### src/rtl/bnn_pkg.sv
// Shared sizes and FSM state type for the binary neural network layer controller.
package bnn_pkg;

    localparam int unsigned N_IN   = 8;
    localparam int unsigned N_OUT  = 8;
    localparam int unsigned THR_W  = 4;
    localparam int unsigned NEUR_W = N_IN + THR_W;
    localparam int unsigned P_BITS = N_OUT * NEUR_W;
    localparam int unsigned CNT_W  = $clog2(P_BITS);
    localparam int unsigned IDX_W  = $clog2(N_OUT);
    localparam int unsigned PC_W   = $clog2(N_IN + 1);

    typedef enum logic [2:0] {
        StUncfg,
        StLoad,
        StReady,
        StHalf,
        StRun
    } state_t;

endpackage

### src/rtl/bnn_neuron.sv
// One binary neuron: XNOR of input and weights, popcount, unsigned compare with threshold.
module bnn_neuron
    import bnn_pkg::*;
(
    input  logic [N_IN-1:0]  x,
    input  logic [N_IN-1:0]  w,
    input  logic [THR_W-1:0] thr,
    output logic             fire
);

    logic [N_IN-1:0] match;
    logic [PC_W-1:0] pc;

    assign match = ~(x ^ w);

    always_comb begin
        pc = '0;
        for (int i = 0; i < int'(N_IN); i++) begin
            pc = pc + PC_W'(match[i]);
        end
    end

    // Both sides zero-extended so a threshold above N_IN can never fire.
    assign fire = (32'(pc) >= 32'(thr));

endmodule

### src/rtl/bnn_ctrl.sv
// Parameter shift-in, nibble assembly and one-neuron-per-cycle evaluation sequencer.
module bnn_ctrl
    import bnn_pkg::*;
(
    input  logic             clk,
    input  logic             rst_n,
    input  logic             cfg_start,
    input  logic             cfg_valid,
    input  logic             cfg_bit,
    output logic             cfg_ready,
    output logic             cfg_done,
    input  logic             x_valid,
    input  logic             x_hi,
    input  logic [3:0]       x_nib,
    output logic             busy,
    output logic [N_OUT-1:0] y,
    output logic             y_valid
);

    localparam logic [CNT_W-1:0] CNT_LAST = CNT_W'(P_BITS - 1);
    localparam logic [IDX_W-1:0] IDX_LAST = IDX_W'(N_OUT - 1);

    state_t             state_q;
    logic [P_BITS-1:0]  param_q;
    logic [CNT_W-1:0]   cnt_q;
    logic [3:0]         lo_q;
    logic [N_IN-1:0]    x_q;
    logic [IDX_W-1:0]   idx_q;
    logic [N_OUT-1:0]   work_q;
    logic [N_OUT-1:0]   y_q;
    logic               y_valid_q;
    logic               cfg_done_q;

    logic [NEUR_W-1:0]  neur_sel;
    logic               fire;
    logic [N_OUT-1:0]   work_nxt;

    // Index mux feeding the single shared neuron.
    always_comb begin
        neur_sel = param_q[int'(idx_q) * int'(NEUR_W) +: NEUR_W];
    end

    bnn_neuron u_neuron (
        .x    (x_q),
        .w    (neur_sel[NEUR_W-1:THR_W]),
        .thr  (neur_sel[THR_W-1:0]),
        .fire (fire)
    );

    always_comb begin
        work_nxt        = work_q;
        work_nxt[idx_q] = fire;
    end

    always_ff @(posedge clk or negedge rst_n) begin
        if (!rst_n) begin
            state_q    <= StUncfg;
            param_q    <= '0;
            cnt_q      <= '0;
            lo_q       <= '0;
            x_q        <= '0;
            idx_q      <= '0;
            work_q     <= '0;
            y_q        <= '0;
            y_valid_q  <= 1'b0;
            cfg_done_q <= 1'b0;
        end else begin
            y_valid_q <= 1'b0;
            if (cfg_start) begin
                // Start wins over everything, including a same-cycle cfg_valid bit.
                state_q    <= StLoad;
                cnt_q      <= '0;
                cfg_done_q <= 1'b0;
            end else begin
                unique case (state_q)
                    StUncfg: ;
                    StLoad: begin
                        if (cfg_valid) begin
                            param_q <= {param_q[P_BITS-2:0], cfg_bit};
                            cnt_q   <= cnt_q + 1'b1;
                            if (cnt_q == CNT_LAST) begin
                                state_q    <= StReady;
                                cfg_done_q <= 1'b1;
                            end
                        end
                    end
                    StReady: begin
                        if (x_valid && !x_hi) begin
                            lo_q    <= x_nib;
                            state_q <= StHalf;
                        end
                    end
                    StHalf: begin
                        if (x_valid) begin
                            if (x_hi) begin
                                x_q     <= {x_nib, lo_q};
                                idx_q   <= '0;
                                state_q <= StRun;
                            end else begin
                                lo_q <= x_nib;
                            end
                        end
                    end
                    StRun: begin
                        work_q <= work_nxt;
                        idx_q  <= idx_q + 1'b1;
                        if (idx_q == IDX_LAST) begin
                            y_q       <= work_nxt;
                            y_valid_q <= 1'b1;
                            state_q   <= StReady;
                        end
                    end
                    default: state_q <= StUncfg;
                endcase
            end
        end
    end

    assign cfg_ready = (state_q == StLoad);
    assign busy      = (state_q == StRun);
    assign cfg_done  = cfg_done_q;
    assign y         = y_q;
    assign y_valid   = y_valid_q;

endmodule

### config.mk
export PLATFORM = sky130hd
export DESIGN_NAME = bnn_ctrl
export DESIGN_NICKNAME = d
export VERILOG_FILES = /design/src/rtl/bnn_pkg.sv /design/src/rtl/bnn_neuron.sv /design/src/rtl/bnn_ctrl.sv
export SDC_FILE = /design/constraint.sdc
export NUM_CORES = 1
export LEC_CHECK = 0
export ABC_AREA = 1
export CORE_MARGIN = 1.5
export CORE_UTILIZATION = 56
export DETAILED_ROUTE_END_ITERATION = 10
export PLACE_DENSITY = 0.79
export SLEW_MARGIN = 20
export SYNTH_ARGS = -nofsm -noshare
export SYNTH_HDL_FRONTEND = slang
export SYNTH_SLANG_ARGS = --single-unit
### constraint.sdc
create_clock -name clk -period 4.9 [get_ports clk]
set_clock_uncertainty 0.05 [all_clocks]
set_input_delay 0.98 -clock clk [delete_from_list [all_inputs] [get_ports clk]]
set_output_delay 0.98 -clock clk [all_outputs]
set_load 0.05 [all_outputs]
==> impl_results.md <==
- First-pass DRT Iterations: 5
- Die area: 13330 µm²
- Largest family of logic cells by synthesized area: simple AND/OR/NAND/NOR gates
- Avg Vias per Cell: 5.285
- DRC: 0
- # IOs: 23
- Status: finished clean
- Die width: 115.4 µm
- CTS Buf Count: 17
- Period utilization: 94.28%
- Pins Over Slew Limit: 0
- Setup_tns: 0 ns
- Cell Area, Placed: 7408 µm²
- Number of port buffers: 22
- Final setup viols: 0
- CTS root buffer: clkbuf_16
- Cell taking the most area after synthesis: dfrtp_1
- Worst-path fanout max: 10
- Core box area: 12160 µm²
- Total Power: 0.005943 W
- Synth Area in XOR/XNOR: 0.2474%
- Design Area, Final: 8078 µm²
- Synth unique cells: 28
- Row count: 40
- Min-delay worst type: reg -> reg
- Iter 0 DRT Violations: 617
- Critical path capture point type: flip-flop
- Minimum clock period after layout: 4.620 ns
- Via count: 6035
- Clk_lat worst skew: 0.43 ns
- Placed cells: 1109
- First-pass GRT wire length: 27840 µm
- Rel. slew slack: 29.01%
- Dpl hpwl: 10600 µm
- Crit Path Class: reg -> reg
- Worst Setup Start Kind: flip-flop
- Largest net degree at the start of global routing: 119
- VDD IR max: 0.0008824 V
- Top cell type's share of synthesized area: 49.13%
- H-Tree Depth: 4
- Non-filler cells, final: 1142
- Worst-path clk slew: 0.06 ns
- Vias in the first global route: 5780
- Top_reg_cell synth: dfrtp_1
- Synthesized area per cell: 7.501 µm²
- Tot GR Track Use: 26.93%
- Post-route ant nets: 0
- Routed len/inst: 14.14 µm
- Gate Count Post-Synth: 944
- Crit-path max cell delay: 0.57 ns
- Synth area leaders: dfrtp_1 49%, nand2_1 23%, o21ai_0 7.5%, inv_1 4.7%, nand3_1 2.7%
- Mapped Area: 7081 µm²
- Number of diodes: 0
- Clock sinks: 139
- Grt ovf: 0
- Yosys reg bits: 139
- Hold Fails Final Rpt: 0
- Sequential area share after synthesis: 49.13%
- CTS tree: yes
- Worst path required time: 5.16 ns
- # Max-Cap Violations: 0
- Area delta synth->final: 14.08%
- Worst Tran Pin Value: 1.065 ns
- Critical path data arrival time: 4.88 ns
- Proportion of synthesized area in mux cells: 0%
- Die Y: 115.4 µm
- GPL Wtd Cong: 0.8581
- YS warnings: 0
- Max Buffers Root-to-Sink: 2
- Post-synth net total: 969
- Slowest-stage cell, CP: fa_1
- DRT Wirelength: 16150 µm
- Post-synth EDFFs: 0
- Fmax: 0.2165 GHz
- CP cell instances: buf_12 > o21ai_0 > nand2_1 > nand2_1 > nand2_1 > nand3b_1 > nand2_1 > ha_1 > inv_1 > fa_1 > fa_1 > inv_1 > fa_1 > inv_1 > fa_1 > inv_1 > ha_1 > inv_1 > nor2_1 > o21ai_1 > buf_4 > nand4_1 > nand3_1 > nand2_1
- Simple-gate portion of the synthesized area: 30.78%
- Hold WS: 0.4279 ns
- RSZ-0062 raised after global routing: no
- Final layout net count: 986
- Adder-Cell Fraction of Synth Area: 2.898%
- Pwr dens: 735.8 nW/µm²
- Compound-Gate Fraction of Synth Area: 8.394%
- Starting Density: 58.22%
- Share of cells above drive strength 1: 7.495%
- Async SR Flop Fraction: 100.0%
- Initial antenna violation count: 0
- Leakage: 4.219 nW
## cell families (layout without fill, tap and decap cells)
| family | Yosys count | count (layout) |
|---|---|---|
| buffers and inverters | 137 | 167 |
| adders and majority gates | 14 | 14 |
| xor gates and xnor gates | 2 | 2 |
| AOI/OAI and AO/OA | 118 | 118 |
| DFF | 139 | 139 |
| and+or+nand+nor | 534 | 534 |
## cell type report
type / count / area, µm²
clock buffers: 21 / 470.5
clock inverters: 11 / 166.4
fillers: 1042 / 4084
inverters: 94 / 356.6
multi-input cells: 668 / 3000
flip-flops and latches: 139 / 3481
well taps: 168 / 210.2
repair buffers: 41 / 392.9
## cell usage after synthesis, drive strengths merged (4+ instances only)
cell    instances
nand4          15
nand2         437
dfrtp         139
inv            94
clkbuf          9
nand3b          4
nand3          40
or2             8
fa              4
buf            34
ha             10
nor2           23
o21ai         110
nor3            7
a21oi           5
## worst max-delay path: cells and delay by family, from the launching register on
| family | cells | cell delay (ns) |
|---|---|---|
| buffers and inverters | 7 | 0.67 |
| AO/OA/AOI/OAI | 2 | 0.27 |
| adder cells (fa/ha/maj) | 6 | 2.35 |
| flip-flops | 1 | 0.45 |
| AND/OR/NAND/NOR | 9 | 0.71 |
## repair_timing
item                       in CTS  in global routing
hold buffers                    0                  0
buffers inserted                0                  1
setup endpoints to repair       0                 16
gates resized for setup         0                 10
## path summary, 6_finish.rpt
path / cells past startpoint / end / slack, ns / startpoint
worst min register to register: 2 / y[1] / 0.43 / y[1]
worst max-delay path: 24 / work_q[4] / 0.28 / idx_q[0]
worst min-delay path: 2 / y[1] / 0.43 / y[1]
worst max register to register: 24 / work_q[4] / 0.28 / idx_q[0]
max in group asynchronous: 2 / idx_q[2] / 3.33 / rst_n
min in group asynchronous: 1 / param_q[93] / 0.52 / rst_n
## report_power, final
group          internal [W]  switching, W  leakage, nW
Clock              0.000890      0.000496        0.305
Sequential          0.00152      0.000284         1.86
Combinational       0.00102       0.00173         2.06
## per-layer routing
| metal | global-route usage [%] | share of wire (%) | vias to the layer above |
|---|---|---|---|
| li1 | - | - | 2978 |
| met3 | 6.538 | 6.0 | 17 |
| met4 | 8.148 | 1.3 | 0 |
| met2 | 42.64 | 48 | 191 |
| met1 | 37.09 | 44 | 2849 |
| met5 | 0 | 0 | - |
## flip-flops by register name (all words and copies together), names as in the netlist
| register | cells |
|---|---|
| idx_q | 3 |
| cfg_done | 1 |
| cnt_q | 7 |
| y | 8 |
| lo_q | 4 |
| y_valid | 1 |
| work_q | 8 |
| state_q | 3 |
| x_q | 8 |
| param_q | 96 |
## per-stage QoR
| step | util [%] | setup WS (ns) |
|---|---|---|
| after floorplan | - | 0.2198 |
| after global placement | 60.92 | 0.3609 |
| after detailed placement | 60.92 | 0.2456 |
| after CTS | 66.15 | 0.1771 |
| after global routing | 66.42 | 0.008055 |
| final | 66.42 | 0.2804 |
## layout by cell type (no fill, tap or decap), types with 2 or more instances in the layout
cell	n
o21ai_0	100
a21oi_1	5
bufinv_16	4
clkdlybuf4s50_1	21
nor2_1	19
clkbuf_16	17
o21ai_1	9
nor2_4	2
ha_1	10
buf_4	16
clkinvlp_4	4
or2_2	7
o22ai_1	3
nand3b_1	4
fa_1	4
inv_1	88
buf_12	2
clkbuf_8	3
dfrtp_2	2
nand3_1	38
clkinv_2	3
nor3_1	7
inv_2	5
nand4_1	15
nand3_2	2
buf_6	2
nand2_1	437
dfrtp_1	137
Note: power is estimated with default switching activity, not from simulation.
